===== src/rtl/mem_arbiter.sv =====
// ---------------------------------------------------------------------------
// mem_arbiter
//   Arbitrates two byte-wide requesters onto a single-port-style RAM that has
//   separate read and write address buses and a one-cycle registered read.
//   Grants are combinational; the access is accepted in the cycle the grant
//   is high. Read data, read strobes and out-of-range flags return one cycle
//   later. Tie-breaking is round-robin. A requester may optionally lock the
//   arbiter for up to LOCK_MAX consecutive cycles.
//
// Optional feature macro: MEM_ARBITER_LOCK_EN
//   defined   -> lock0/lock1 move the arbiter into an ownership state
//   undefined -> lock inputs have no effect, pure round-robin
//
// Parameters
//   MEM_LENGTH : number of valid RAM bytes; addresses >= MEM_LENGTH are errors
//   LOCK_MAX   : longest ownership run, in cycles spent in the owned state
//
// Ports
//   clk, rst_n                 : clock, synchronous active-low reset
//   reqN, weN, addrN, wdataN   : requester N access (we=1 write, 0 read)
//   lockN                      : keep ownership after the current grant
//   gntN                       : combinational grant
//   rvalidN, rdataN            : read return, one cycle after the grant
//   errN                       : out-of-range flag, one cycle after the grant
//   ram_read_address           : RAM read address (holds when no read)
//   ram_write_address          : RAM write address
//   ram_data_in                : RAM write data
//   ram_write_enable           : RAM write strobe
//   ram_data_out               : RAM read data, valid the cycle after address
// ---------------------------------------------------------------------------
module mem_arbiter #(
  parameter int MEM_LENGTH = 255,
  parameter int LOCK_MAX   = 16
) (
  input  logic        clk,
  input  logic        rst_n,
  input  logic        req0,
  input  logic        req1,
  input  logic        we0,
  input  logic        we1,
  input  logic [15:0] addr0,
  input  logic [15:0] addr1,
  input  logic [7:0]  wdata0,
  input  logic [7:0]  wdata1,
  input  logic        lock0,
  input  logic        lock1,
  output logic        gnt0,
  output logic        gnt1,
  output logic        rvalid0,
  output logic        rvalid1,
  output logic [7:0]  rdata0,
  output logic [7:0]  rdata1,
  output logic        err0,
  output logic        err1,
  output logic [15:0] ram_read_address,
  output logic [15:0] ram_write_address,
  output logic [7:0]  ram_data_in,
  output logic        ram_write_enable,
  input  logic [7:0]  ram_data_out
);

`ifdef MEM_ARBITER_LOCK_EN
  localparam bit LOCK_EN = 1'b1;
`else
  localparam bit LOCK_EN = 1'b0;
`endif

  localparam int                CNT_W     = $clog2(LOCK_MAX + 1);
  localparam logic [CNT_W-1:0]  CNT_LAST  = CNT_W'(LOCK_MAX - 1);
  localparam logic [16:0]       MEM_LEN_W = 17'(MEM_LENGTH);

  typedef enum logic [1:0] {
    IDLE = 2'd0,
    OWN0 = 2'd1,
    OWN1 = 2'd2
  } state_t;

  state_t             state_q, state_d;
  logic [CNT_W-1:0]   cnt_q, cnt_d;
  // Requester that wins when both ask in IDLE.
  logic               rr_q, rr_d;
  logic [1:0]         rvalid_q, rvalid_d;
  logic [1:0]         err_q, err_d;
  logic [15:0]        raddr_q, raddr_d;

  logic [1:0]         gnt;
  logic               any_gnt;
  logic               sel;
  logic               sel_we;
  logic [15:0]        sel_addr;
  logic [7:0]         sel_wdata;
  logic               sel_oor;
  logic               rd_hit;

  // Arbitration and ownership FSM.
  always_comb begin
    state_d = state_q;
    cnt_d   = cnt_q;
    rr_d    = rr_q;
    gnt     = 2'b00;

    case (state_q)
      IDLE: begin
        if (req0 && req1) begin
          gnt = rr_q ? 2'b10 : 2'b01;
        end else begin
          gnt = {req1, req0};
        end
      end
      OWN0: begin
        gnt   = {1'b0, req0};
        cnt_d = cnt_q + CNT_W'(1);
        // Leave after this cycle if the owner lets go or its run is used up.
        if (!req0 || !lock0 || (cnt_q == CNT_LAST)) begin
          state_d = IDLE;
        end
      end
      OWN1: begin
        gnt   = {req1, 1'b0};
        cnt_d = cnt_q + CNT_W'(1);
        if (!req1 || !lock1 || (cnt_q == CNT_LAST)) begin
          state_d = IDLE;
        end
      end
      default: begin
        state_d = IDLE;
      end
    endcase

    // No grant may escape while reset is held.
    gnt = gnt & {2{rst_n}};

    // The requester just served loses the next tie; this also hands the
    // arbiter to the other side when an ownership run expires.
    if (gnt[0]) begin
      rr_d = 1'b1;
    end else if (gnt[1]) begin
      rr_d = 1'b0;
    end

    if (LOCK_EN && (state_q == IDLE)) begin
      if (gnt[0] && lock0) begin
        state_d = OWN0;
        cnt_d   = '0;
      end else if (gnt[1] && lock1) begin
        state_d = OWN1;
        cnt_d   = '0;
      end
    end
  end

  // Granted access steering and RAM-side controls.
  always_comb begin
    any_gnt   = |gnt;
    sel       = gnt[1];
    sel_we    = sel ? we1    : we0;
    sel_addr  = sel ? addr1  : addr0;
    sel_wdata = sel ? wdata1 : wdata0;
    sel_oor   = ({1'b0, sel_addr} >= MEM_LEN_W);
    rd_hit    = any_gnt && !sel_we && !sel_oor;

    // The read address register only moves on an accepted in-range read.
    raddr_d   = rd_hit ? sel_addr : raddr_q;
    rvalid_d  = (any_gnt && !sel_we) ? gnt : 2'b00;
    err_d     = (any_gnt && sel_oor) ? gnt : 2'b00;
  end

  always_ff @(posedge clk) begin
    if (!rst_n) begin
      state_q  <= IDLE;
      cnt_q    <= '0;
      rr_q     <= 1'b0;
      rvalid_q <= 2'b00;
      err_q    <= 2'b00;
      raddr_q  <= 16'h0000;
    end else begin
      state_q  <= state_d;
      cnt_q    <= cnt_d;
      rr_q     <= rr_d;
      rvalid_q <= rvalid_d;
      err_q    <= err_d;
      raddr_q  <= raddr_d;
    end
  end

  assign gnt0              = gnt[0];
  assign gnt1              = gnt[1];
  assign ram_write_enable  = any_gnt && sel_we && !sel_oor;
  assign ram_write_address = sel_addr;
  assign ram_data_in       = sel_wdata;
  assign ram_read_address  = raddr_d;

  // Returns are masked by rst_n so a read accepted just before reset is
  // dropped even though its strobe was already registered.
  assign rvalid0 = rvalid_q[0] && rst_n;
  assign rvalid1 = rvalid_q[1] && rst_n;
  assign err0    = err_q[0] && rst_n;
  assign err1    = err_q[1] && rst_n;
  // Out-of-range reads return zero rather than whatever the RAM presents.
  assign rdata0  = (rvalid0 && !err_q[0]) ? ram_data_out : 8'h00;
  assign rdata1  = (rvalid1 && !err_q[1]) ? ram_data_out : 8'h00;

endmodule


===== config.mk =====
export PLATFORM = sky130hd
export DESIGN_NAME = mem_arbiter
export DESIGN_NICKNAME = d
export VERILOG_FILES = /design/src/rtl/mem_arbiter.sv
export SDC_FILE = /design/constraint.sdc
export NUM_CORES = 1
export LEC_CHECK = 0
export BUFFER_PORTS_ARGS = -buffer_cell sky130_fd_sc_hd__buf_2
export CELL_PAD_IN_SITES_DETAIL_PLACEMENT = 0
export CELL_PAD_IN_SITES_GLOBAL_PLACEMENT = 2
export CORE_ASPECT_RATIO = 1.2
export CORE_MARGIN = 5
export CORE_UTILIZATION = 20
export CTS_BUF_LIST = sky130_fd_sc_hd__clkbuf_4 sky130_fd_sc_hd__clkbuf_8
export CTS_CLUSTER_DIAMETER = 80
export DETAILED_ROUTE_END_ITERATION = 16
export PLACE_DENSITY = 0.83
export SETUP_SLACK_MARGIN = 0.02
export SYNTH_ARGS = -nofsm -noshare
export SYNTH_HDL_FRONTEND = slang
export SYNTH_SLANG_ARGS = --single-unit

===== constraint.sdc =====
create_clock -name clk -period 1.6 [get_ports clk]
set_input_delay 0 -clock clk [delete_from_list [all_inputs] [get_ports clk]]
set_output_delay 0 -clock clk [all_outputs]
set_load 0.005 [all_outputs]

==> results of run 1 <==
[critical path, cell delays in order (launching register included)]
cell       delay, ns
dfxtp_2         0.34
nand2b_4        0.18
nand3_4         0.18
clkbuf_16       0.24
mux2_4          0.30
buf_6           0.12
[kinds of logic (layout without fill, tap and decap cells)]
kind of cell	Yosys count	count (layout)	share of synthesized area (%)
AND/OR/NAND/NOR	58	59	27.2
AO/OA/AOI/OAI	28	30	17.9
multiplexers	25	25	18.8
flip-flops	21	21	28.3
buffers and inverters	21	157	7.74
[flip-flops by register name, indices dropped and copies added, names as in the netlist]
register and cells:
raddr_q 16, err_q 2, rr_q 1, rvalid_q 2
[cells in the mapped netlist (3+ instances only)]
cell type   n
o221ai_1    8
nand3_1     3
and3_1      9
o21a_1      8
nor2b_1     3
mux2_2     24
and2_1     28
nand4_1     4
buf_6       4
dfxtp_1    21
inv_1      12
o211a_1     9
[final timing paths]
check,from,endpoint
max,rr_q$_SDFFE_PN0N_,ram_write_address[12]
min reg2reg,raddr_q[13]$_SDFF_PN0_,raddr_q[13]$_SDFF_PN0_
max reg2reg,rr_q$_SDFFE_PN0N_,raddr_q[4]$_SDFF_PN0_
min,req0,rr_q$_SDFFE_PN0N_
[layout by cell type (no fill, tap or decap), drive strengths merged]
cell,instances
and2,28
and3,9
buf,140
clkbuf,5
dfxtp,21
inv,12
mux2,24
mux2i,1
nand2,2
nand2b,1
nand3,5
nand4,4
nand4b,2
nor2,1
nor2b,3
nor4,4
o211a,9
o211ai,2
o21a,8
o221ai,8
o22a,3
[layer usage]
| layer | GRT usage, % | up-vias | wire, µm |
|---|---|---|---|
| li1 | - | 849 | - |
| met1 | 12.8 | 804 | 2150 |
| met2 | 20.0 | 93 | 2950 |
| met3 | 2.38 | 9 | 690 |
| met4 | 3.46 | 0 | 91 |
| met5 | 0 | - | 0 |
[area by class of cell]
type | instances | area, µm²
Tap cell | 90 | 113
Clock buffer | 4 | 48.8
Sequential cell | 21 | 422
Fill cell | 745 | 4470
Timing Repair Buffer | 141 | 958
Multi-Input combinational cell | 114 | 1210
Inverter | 12 | 45.0
[stage by stage]
step	worst slack, ns	std cells
floorplan	0.195	153
global placement	-0.0147	364
detailed placement	-0.00403	364
CTS	-0.0153	381
global route	-0.104	382
finish	-0.0143	382
[power by group through the flow]
stage,logic [mW],clock network [mW],registers (mW)
3_5_place_dp,0.302,0,0.544
6_report,0.428,0.367,0.532
5_1_grt,0.460,0.406,0.534
3_3_place_gp,0.300,0,0.544
4_1_cts,0.383,0.381,0.532
2_1_floorplan,0.129,0,0.544
[what timing repair did]
item | 4_1_cts | 5_1_grt
hold buffers | 0 | 0
cloned | 3 | 1
endpoints found under the setup margin | 41 | 57
setup buffers | 10 | 0
hold endpoints to repair | 0 | 0
gates resized for setup | 36 | 39
pin swaps | 10 | 6
==> flow_summary.toml, run 1 <==
[floorplanning]
die_area_um2 = 9270
start_util_pct = 20.5
fp.dieW_um = 88.7
fp-row-count = 34
core_um2 = 7270
die_h_um = 104
io_pins = 127

[synthesis]
yosys.area.top_type = "dfxtp_1"
synth_cells = 153
synth_ff_type = "dfxtp_1"
syn_nets = 217
synth-seq-cells = 21
netlist_top_cells_area = "dfxtp_1 (28%), mux2_2 (18%), and2_1 (12%)"
yosysWarnings = 0
ys_async_sr_fraction_pct = 0
syn-cell-area_um2 = 1490
synthDistinctLibCells = 27
avgSynthCellArea_um2 = 9.72
synth_edf_count = 0
ys_seq_area_share_pct = 28.3
synth_top_cell_area_share_pct = 28.3

[setup_path]
crit_required_ns = 1.60
path_class = "register to primary output"
worstPathArrival_ns = 1.61
path_max_fanout = 8
end_kind = "primary output"
reg2reg_setup_slack_ns = 0.06
ff2ff_path_depth = 5
setup.worst_path.start_class = "register"

[global_route]
track_usage_pct = 11.2
antenna_found_initial = 0
overflow = 0
grt_pass1_vias = 1707
grt_max_degree = 18
grt_pass1_wl_mm = 8.27

[routing]
drt_iter0_drc = 27
vias = 1755
vias_per_cell = 4.59
dr.pass1.iters = 5
postRouteAntennaNets = 0
wl_mm = 5.89
drcViolationCount = 0
wl_per_cell_um = 15.4

[timing]
setup_viol = 10
maxSlewViolCount = 0
hold_viol_final = 0
tightest_slew_ns = 0.709
max_freq_mhz = 619
finalSetupTns_ns = -0.0713
worst_clock_skew_ns = 0.00549
rsz0062_at_grt = "yes"
hold_slack_ns = 0.0832
slew_headroom_pct = 52.5
period_share_pct = 101
setup_ws_ns = -0.0143
min_period_ns = 1.61

[clock_tree]
numCtsBuffers = 3
h-tree-depth = 1
cts_tree = "done"
root_buffer = "clkbuf_8"
clk_latency_ns = 0.26
clkTransAtPathRegs_ns = 0.07
clock_sinks = 21
clockBufferDepth = 2

[outcome]
status = "finished, violations left"
violations = "negative setup slack"

[pwr]
pwr_density_cell_nw_per_um2 = 474
p_int_mw = 0.974
p_clk_share_pct = 27.7
power_frac_comb_pct = 32.2
power_leakage_nw = 1.48
swShare_pct = 26.6
switchingPower_mw = 0.354
peakVddDrop_mv = 0.297
seqPwrFrac_pct = 40.1
power_mw = 1.33

[place]
place_hpwl_mm = 4.27
gp_congestion = 0.699
place_area_um2 = 2210
io_buffer_count = 124

[hold_path]
hold_depth = 2
hold_path.class = "primary input to register"

[layout]
utilization_pct = 38.5
fin_nets = 357
fin_area_um2 = 2800
drive_gt1_share_pct = 67.5
antenna_cells = 0
syn2layout_area_growth_pct = 88.2

[job]
maxCapViolCount = 0
Power figures use the tool's default switching activity.
==> inputs of run 2 (changes only) <==
Settings changed: CTS_BUF_LIST sky130_fd_sc_hd__clkbuf_4 sky130_fd_sc_hd__clkbuf_8 to sky130_fd_sc_hd__clkbuf_16.
==> flow_summary.toml, run 2 (synthesized netlist as in run 1, its figures left out) <==
[floorplanning]
core_um2 = 7270
die_area_um2 = 9270
fp.dieW_um = 88.7
die_h_um = 104
fp-row-count = 34
start_util_pct = 20.5
io_pins = 127

[place]
place_area_um2 = 2210
io_buffer_count = 124
pre_cts_slack_ns = -0.00403
gp_congestion = 0.699
place_hpwl_mm = 4.27

[layout]
regArea_um2 = 422
layout_commonest_cell = "buf_2"
largest_reg_flops = 16
multi_input_area_um2 = 1180
reg.largest.list = "raddr_q x16, err_q x2, rvalid_q x2"
fin_nets = 357
antenna_cells = 0
layout_common_cells = "buf_2 (113), and2_1 (27), dfxtp_1 (20), buf_6 (20)"
fin_area_um2 = 2730
num-fill-cells = 754
regMostFlops = "raddr_q"
drive_gt1_share_pct = 64.7
syn2layout_area_growth_pct = 83.7

[clock_tree]
clockBufferDepth = 2
h-tree-depth = 1
cts_tree = "done"
clock_sinks = 21
numCtsBuffers = 3
clkTransAtPathRegs_ns = 0.06
clk_latency_ns = 0.25
postCtsHoldBufs = 0
root_buffer = "clkbuf_16"

[timing]
maxSlewViolCount = 0
setup_viol = 1
worst_clock_skew_ns = 0.00153
hold_slack_ns = 0.0890
period_share_pct = 100
rsz0062_at_grt = "yes"
setup_ws_ns = -0.00149
max_freq_mhz = 624
hold_viol_final = 0
slew_headroom_pct = 52.3
tightest_slew_ns = 0.711
min_period_ns = 1.60

[pwr]
power_leakage_nw = 1.46
pwr_density_cell_nw_per_um2 = 539
peakVddDrop_mv = 0.418

[routing]
drcViolationCount = 0
postRouteAntennaNets = 0
vias_per_cell = 4.56
vias = 1742
drt_iter0_drc = 21
wl_mm = 5.90
dr.pass1.iters = 4
wl_per_cell_um = 15.4

[setup_path]
path_class = "register to primary output"
setup.worst_path.start_class = "register"
cpMaxStageDelayCell = "dfxtp_2"
crit_required_ns = 1.60
path_buf_inv = 2
path_cells = "nand2b_4 > nand3_4 > clkbuf_16 > mux2_4 > buf_6"
path_max_fanout = 8
crit_family = "simple AND/OR/NAND/NOR gates"
max_stage_delay_ns = 0.33
worstPathArrival_ns = 1.60
end_kind = "primary output"

[global_route]
overflow = 0
antenna_found_initial = 0
track_usage_pct = 11.1
grt_max_degree = 18
grt_pass1_vias = 1688
grt_pass1_wl_mm = 8.21

[job]
maxCapViolCount = 0

[outcome]
violations = "negative setup slack"
status = "finished, violations left"

[hold_path]
hold_path.class = "primary input to register"
## run 2: path summary, 6_finish.rpt
path         slack (ns)  depth (start not counted)                    from                     end
max              -0.001                          5       rr_q$_SDFFE_PN0N_   ram_write_address[12]
min                0.09                          2                    req0       rr_q$_SDFFE_PN0N_
max reg2reg        0.05                          5       rr_q$_SDFFE_PN0N_   raddr_q[7]$_SDFF_PN0_
min reg2reg        0.48                          1  raddr_q[15]$_SDFF_PN0_  raddr_q[15]$_SDFF_PN0_
## run 2: cell type report
cell class / instances / share of cell area [%]
Sequential cell: 21 / 15.4
Inverter: 12 / 1.65
Clock inverter: 1 / 0.137
Tap cell: 90 / 4.12
Timing Repair Buffer: 141 / 32.7
Clock buffer: 3 / 2.75
Multi-Input combinational cell: 114 / 43.2
## run 2: stage by stage
step                utilization (%)  power [mW]  cells  setup TNS [ns]
floorplan                         -       0.672    153               0
finish                         37.6        1.47    382        -0.00149
global route                   37.6        1.54    382           -1.54
global placement               30.4       0.844    364          -0.109
CTS                            34.8        1.44    380       -0.000878
detailed placement             30.4       0.846    364        -0.00745
## run 2: routing by layer
metal / vias to the layer above / global-route usage (%) / share of wire [%]
met4: 0 / 3.78 / 1.7
met1: 796 / 12.6 / 37
li1: 844 / - / -
met5: - / 0 / 0
met3: 9 / 2.54 / 12
met2: 93 / 19.7 / 49
## run 2: report_power, final
part           total [mW]  leakage, nW  switching, mW  internal, mW
Combinational       0.416         1.25          0.177         0.240
Clock               0.524       0.0423          0.191         0.333
Sequential          0.533        0.170        0.00284         0.530
## run 2: repair_timing
item / 4_1_cts / 5_1_grt
resized for setup: 28 / 27
endpoints found under the setup margin: 41 / 39
cloned: 3 / 1
pin swaps: 10 / 0
buffers inserted: 9 / 1
